--- config.mk ---
export PLATFORM = sky130hd
export DESIGN_NAME = climate_ctrl_fsm
export DESIGN_NICKNAME = d
export VERILOG_FILES = /design/src/rtl/climate_ctrl_fsm_pkg.sv /design/src/rtl/climate_ctrl_fsm_sample_debounce.sv /design/src/rtl/climate_ctrl_fsm.sv
export SDC_FILE = /design/constraint.sdc
export NUM_CORES = 1
export LEC_CHECK = 0
export ABC_CLOCK_PERIOD_IN_PS = 4650
export CAP_MARGIN = 15
export CORE_AREA = 2 2 76 78
export DETAILED_ROUTE_END_ITERATION = 10
export DIE_AREA = 0 0 78 80
export PLACE_DENSITY = 0.82
export RECOVER_POWER = 100
export SLEW_MARGIN = 5
export SYNTH_ARGS = -nofsm -noshare
export SYNTH_HDL_FRONTEND = slang
export SYNTH_SLANG_ARGS = --single-unit
--- constraint.sdc ---
create_clock -name clk -period 4.65 [get_ports clk]
set_input_delay 0.93 -clock clk [delete_from_list [all_inputs] [get_ports clk]]
set_output_delay 0.93 -clock clk [all_outputs]
set_load 0.01 [all_outputs]
--- src/rtl/climate_ctrl_fsm_pkg.sv ---
// Shared definitions for the climate controller: state encodings and
// threshold arithmetic helpers.
package climate_pkg;

  typedef enum logic [1:0] {
    IDLE    = 2'd0,
    MONITOR = 2'd1,
    ALARM   = 2'd2,
    FAN     = 2'd3
  } state_t;

  // Unsigned subtract that floors at zero instead of wrapping.
  function automatic logic [31:0] sat_sub(input logic [31:0] a, input logic [31:0] b);
    return (a > b) ? (a - b) : '0;
  endfunction

endpackage

--- src/rtl/climate_ctrl_fsm_sample_debounce.sv ---
// Counts consecutive qualifying valid samples and pulses done on the edge
// that registers the DEB_N-th one.
module sample_debounce #(
  parameter int unsigned DEB_N = 3
) (
  input  logic clk,
  input  logic rst,
  input  logic clr,
  input  logic valid,
  input  logic hit,
  output logic done
);

  localparam int unsigned CW = (DEB_N > 1) ? $clog2(DEB_N) : 1;
  localparam logic [CW-1:0] LAST = CW'(DEB_N - 1);

  logic [CW-1:0] cnt;

  // Combinational so the owning FSM can move on the same edge the sample lands.
  assign done = valid && hit && !clr && (cnt == LAST);

  always_ff @(posedge clk) begin
    if (rst || clr) begin
      cnt <= '0;
    end else if (valid) begin
      if (!hit || done) cnt <= '0;
      else              cnt <= cnt + 1'b1;
    end
  end

endmodule

--- src/rtl/climate_ctrl_fsm.sv ---
// Temperature alarm/fan controller with hysteresis, sample debounce and a
// minimum fan-on hold time; Moore outputs registered alongside the state.
import climate_pkg::*;

module climate_ctrl_fsm #(
  parameter int          DATA_W   = 8,
  parameter int unsigned DEB_N    = 3,
  parameter int unsigned HOLD_CYC = 1000,
  parameter int          CNT_W    = 8
) (
  input  logic              clk,
  input  logic              rst,
  input  logic              en,
  input  logic [DATA_W-1:0] temp,
  input  logic              temp_valid,
  input  logic [DATA_W-1:0] thr_alarm,
  input  logic [DATA_W-1:0] thr_fan,
  input  logic [DATA_W-1:0] hyst,
  output logic              en_alarma,
  output logic              en_ventilador,
  output logic [1:0]        estado,
  output logic              cfg_err,
  output logic [CNT_W-1:0]  alarm_cnt
);

  localparam int unsigned HOLD_W = (HOLD_CYC > 1) ? $clog2(HOLD_CYC) : 1;

  state_t            state, state_n;
  logic [HOLD_W-1:0] hold;
  logic [DATA_W-1:0] lo_a, lo_f;
  logic              hit, clr, done;

  assign cfg_err = (thr_fan < thr_alarm);
  assign lo_a    = DATA_W'(sat_sub(32'(thr_alarm), 32'(hyst)));
  assign lo_f    = DATA_W'(sat_sub(32'(thr_fan), 32'(hyst)));
  assign estado  = state;

  // Exit qualification for whichever state we are in; ALARM has two exits
  // sharing one debounce count, the final sample picks the direction.
  always_comb begin
    hit = 1'b0;
    unique case (state)
      MONITOR: hit = (temp >= thr_alarm);
      ALARM:   hit = (temp >= thr_fan) || (temp < lo_a);
      FAN:     hit = (temp < lo_f);
      default: hit = 1'b0;
    endcase
  end

  assign clr = !en || (state == IDLE) || ((state == FAN) && (hold != '0));

  sample_debounce #(.DEB_N(DEB_N)) u_deb (
    .clk   (clk),
    .rst   (rst),
    .clr   (clr),
    .valid (temp_valid),
    .hit   (hit),
    .done  (done)
  );

  always_comb begin
    state_n = state;
    if (!en) begin
      state_n = IDLE;
    end else begin
      unique case (state)
        IDLE:    if (!cfg_err) state_n = MONITOR;
        MONITOR: if (done)     state_n = ALARM;
        ALARM:   if (done)     state_n = (temp >= thr_fan) ? FAN : MONITOR;
        FAN:     if (done)     state_n = ALARM;
        default:               state_n = IDLE;
      endcase
    end
  end

  always_ff @(posedge clk) begin
    if (rst) begin
      state         <= IDLE;
      en_alarma     <= 1'b0;
      en_ventilador <= 1'b0;
      hold          <= '0;
      alarm_cnt     <= '0;
    end else begin
      state         <= state_n;
      en_alarma     <= (state_n == ALARM) || (state_n == FAN);
      en_ventilador <= (state_n == FAN);

      if (!en)
        hold <= '0;
      else if ((state != FAN) && (state_n == FAN))
        hold <= HOLD_W'(HOLD_CYC - 1);
      else if ((state == FAN) && (hold != '0))
        hold <= hold - 1'b1;

      if ((state == MONITOR) && (state_n == ALARM) && (alarm_cnt != '1))
        alarm_cnt <= alarm_cnt + 1'b1;
    end
  end

endmodule
==> summary.md <==
| Metric | Value |
|---|---|
| Filler cells | `390` |
| CP Max Fanout | `8` |
| Cell Area, Placed | `0.00366 sq mm` |
| Leakage Power | `1.77 nW` |
| Final Instance Area | `0.00402 sq mm` |
| H-tree Lvls | `1` |
| Pins Over Slew Limit | `0` |
| # nets final | `550` |
| Critical Path AT | `4.73 ns` |
| Final Worst Setup Slack | `0.0781 ns` |
| Largest family of logic cells by synthesized area | `adder cells` |
| VDD IR max | `0.000113 V` |
| R2R Setup Slk | `1.99 ns` |
| Post-synthesis register bit count | `24` |
| Synth Area in XOR/XNOR | `5.25%` |
| Die Wd | `78 um` |
| Total gr overflow | `0` |
| Vias in the first global route | `2,808` |
| Die ar. | `0.00624 sq mm` |
| # hold bufs at CTS | `0` |
| Yosys warns | `0` |
| Worst path depth | `18` |
| Avg Vias per Cell | `5.72` |
| Register area | `480 sq um` |
| Initial Util | `52.4%` |
| DP HPWL | `6.01 mm` |
| Worst Setup Start Kind | `input pin` |
| Max-cap violations | `0` |
| TritonCTS Sinks | `24` |
| Pre-CTS WS | `-0.357 ns` |
| Upper clock frequency limit | `219 MHz` |
| CTS tree | `built` |
| IO Pins | `49` |
| Post-synthesis cell area | `0.00283 sq mm` |
| Area share of the largest cell type after synthesis | `25.2%` |
| Synth Area in Compound Gates | `21.1%` |
| Simple-gate share of the synthesized area | `22.1%` |
| First-pass GRT wire length | `12.0 mm` |
| Async set-reset flop share out of synthesis | `0%` |
| Worst skew pair latency | `0.26 ns` |
| CP required | `4.81 ns` |
| Drt wl/cell | `15.4 um` |
| Crit end category | `flip-flop` |
| Antenna Cells | `0` |
| Worst-margin pin slew | `0.745 ns` |
| Sequential cell area fraction in the yosys report | `17.0%` |
| Slowest library cell on the worst path | `a2111oi_4` |
| Slew margin rel. | `50.4%` |
| PwrDens | `181 mW/mm^2` |
| FP Rows | `27` |
| Synth unique cells | `48` |
| Cells after Synth | `356` |
| Status | `finished clean` |
| Final std cells w/o fill | `526` |
| Critical-path cell list | `clkdlybuf4s50_1 > inv_1 > ha_1 > o21ai_2 > a21oi_2 > o21ai_2 > a211oi_2 > xor2_1 > nand2_2 > ha_4 > and4_1 > o21ai_1 > a21oi_2 > a211oi_4 > buf_4 > a2111oi_4 > nor3_1 > mux2_2` |
| Layout cells sized above 1 | `20.5%` |
| Final Hold Vio Count | `0` |
| Post-route DRC | `0` |
| Post-synth net total | `451` |
| Max stage delay on crit path | `0.50 ns` |
| Worst Hold Depth | `2` |
| Buffer and inverter count on the worst path | `3` |
| Multi-input combinational cell area | `0.00238 sq mm` |
| Synth area leaders | `ha_1 25%, dfxtp_1 17%, a21oi_1 7.2%` |
| Clock Skew | `0.00318 ns` |
| Initial antenna violation count | `0` |
| Final WL | `8.12 mm` |
| Post-synth EDFFs | `0` |
| Critical path type | `in -> reg` |
| Port Buffers | `48` |
| Drt first pass iters | `4` |
| Core Footprint | `0.00541 sq mm` |
| Ys flop type | `dfxtp_1` |
| Gr usage total | `23.4%` |
| Setup-failing EPs final | `0` |
| CTS Buf Count | `3` |
| Clock Tree Buf Depth | `2` |
| Gpl congestion | `0.849` |
| Root buffer cell | `clkbuf_8` |
| Clock slew at reported path FFs | `0.08 ns` |
| Chip height | `80 um` |
| Largest net degree at the start of global routing | `14` |
| Final ANT Viol Nets | `0` |
| Mux contribution to synthesized area | `1.19%` |
| Hold Crit Class | `reg -> reg` |
| Post-synthesis adder-cell area fraction | `26.6%` |
| Overall via count from detail_route | `3,011` |
| DR iter-0 viols | `134` |
| Post-route minimum period | `4.57 ns` |
| Critical path's top delay family | `compound AO/OA/AOI/OAI gates` |
| Area grow syn2layout | `41.9%` |
| DP Cell Count | `510` |
| Tcrit/Tclk final | `98.3%` |
| R2r worst-path depth | `6` |
| Synth area leader | `ha_1` |
| Mean Syn Cell Area | `7.96 sq um` |
[layer usage]
metal | track usage, % | vias to the layer above | share of wire, % | wire, um
met2 | 44.3 | 81 | 52 | 4230
met4 | 8.95 | 0 | 3.1 | 248
met1 | 27.4 | 1421 | 41 | 3350
li1 | - | 1491 | - | -
met3 | 1.58 | 18 | 3.5 | 281
met5 | 0 | - | 0 | 0
[cell usage in the layout, fill, tap and decap left out, types with 3 or more instances in the layout]
cell type | synthesis | layout
a21o_1 | 4 | 4
a21oi_1 | 41 | 38
a21oi_2 | 0 | 3
and3_1 | 4 | 4
buf_4 | 0 | 49
clkbuf_8 | 1 | 4
clkdlybuf4s50_1 | 0 | 30
dfxtp_1 | 24 | 24
dlygate4sd3_1 | 0 | 13
dlymetal6s2s_1 | 0 | 5
ha_1 | 57 | 50
ha_4 | 0 | 5
inv_1 | 38 | 37
mux2_2 | 3 | 3
nand2_1 | 30 | 29
nand2b_1 | 5 | 4
nand3_1 | 12 | 11
nand4_1 | 4 | 4
nor2_1 | 17 | 17
nor2b_1 | 11 | 9
nor3_1 | 10 | 9
o211ai_1 | 3 | 3
o21ai_0 | 18 | 13
o21ai_1 | 0 | 3
o31ai_1 | 7 | 7
or3_1 | 5 | 5
or4_1 | 6 | 5
xnor2_1 | 11 | 11
xor2_1 | 6 | 6
[report_power, final]
group	switching, W	internal, W
Sequential	0.00000118	0.000206
Combinational	0.000191	0.000191
Clock	0.0000646	0.0000755
Total	0.000257	0.000473
[per-stage QoR]
stage | hold slack, ns | TNS, ns | util, % | power [W]
finish | 0.481 | 0 | 74.4 | 0.000729
CTS | 0.484 | -0.0193 | 69.8 | 0.000676
global route | 0.500 | -0.859 | 74.4 | 0.000773
floorplan | 0.448 | 0 | - | 0.000391
detailed placement | 0.473 | -3.80 | 67.6 | 0.000521
global placement | 0.464 | -2.32 | 67.6 | 0.000509
[state kept, by name (all words and copies together), names as in the netlist]
signal	count
en_alarma	1
estado	2
hold	10
alarm_cnt	8
en_ventilador	1
u_deb.cnt	2
[cell type report]
class	instances	area share, %
Clock buffer	4	1.37
Inverter	38	3.55
Multi-Input combinational cell	289	59.1
Sequential cell	24	12.0
Tap cell	72	2.24
Timing Repair Buffer	99	21.8
[cells by family (layout without fill, tap and decap cells)]
| logic type | count (synthesis) | count (layout) |
|---|---|---|
| compound gates | 92 | 93 |
| xor+xnor | 17 | 17 |
| fa+ha+maj | 59 | 59 |
| buf+inv | 44 | 141 |
| flops | 24 | 24 |
| mux | 3 | 3 |
| simple gates | 117 | 117 |
[synth_stat cells (5+ instances only)]
cell      count
nor3_1       10
ha_1         57
xor2_1        6
inv_1        38
nor2_1       17
or3_1         5
a211oi_1      5
nand2b_1      5
nand3_1      12
o21ai_0      18
nand2_1      30
a21oi_1      41
xnor2_1      11
nor2b_1      11
o31ai_1       7
or4_1         6
dfxtp_1      24
[worst paths after layout]
kind	start	endpoint
worst max-delay path	hyst[2]	alarm_cnt[4]
worst min-delay path	u_deb.cnt[0]	u_deb.cnt[0]
worst max register to register	hold[3]	alarm_cnt[7]
worst min register to register	u_deb.cnt[0]	u_deb.cnt[0]
[worst register-to-register path: stages, from the launching register on]
cell	delay, ns
dfxtp_1	0.35
nor3_1	0.37
a41oi_4	0.24
nor3_1	0.45
nand3_1	0.44
or4_4	0.61
a21oi_2	0.13
[timing repair]
item | in CTS | in global routing
pin swaps | 1 | 22
setup buffers | 2 | 9
setup endpoints to repair | 8 | 14
resized for setup | 6 | 40
cloned | 1 | 0
Power figures use the tool's default switching activity.
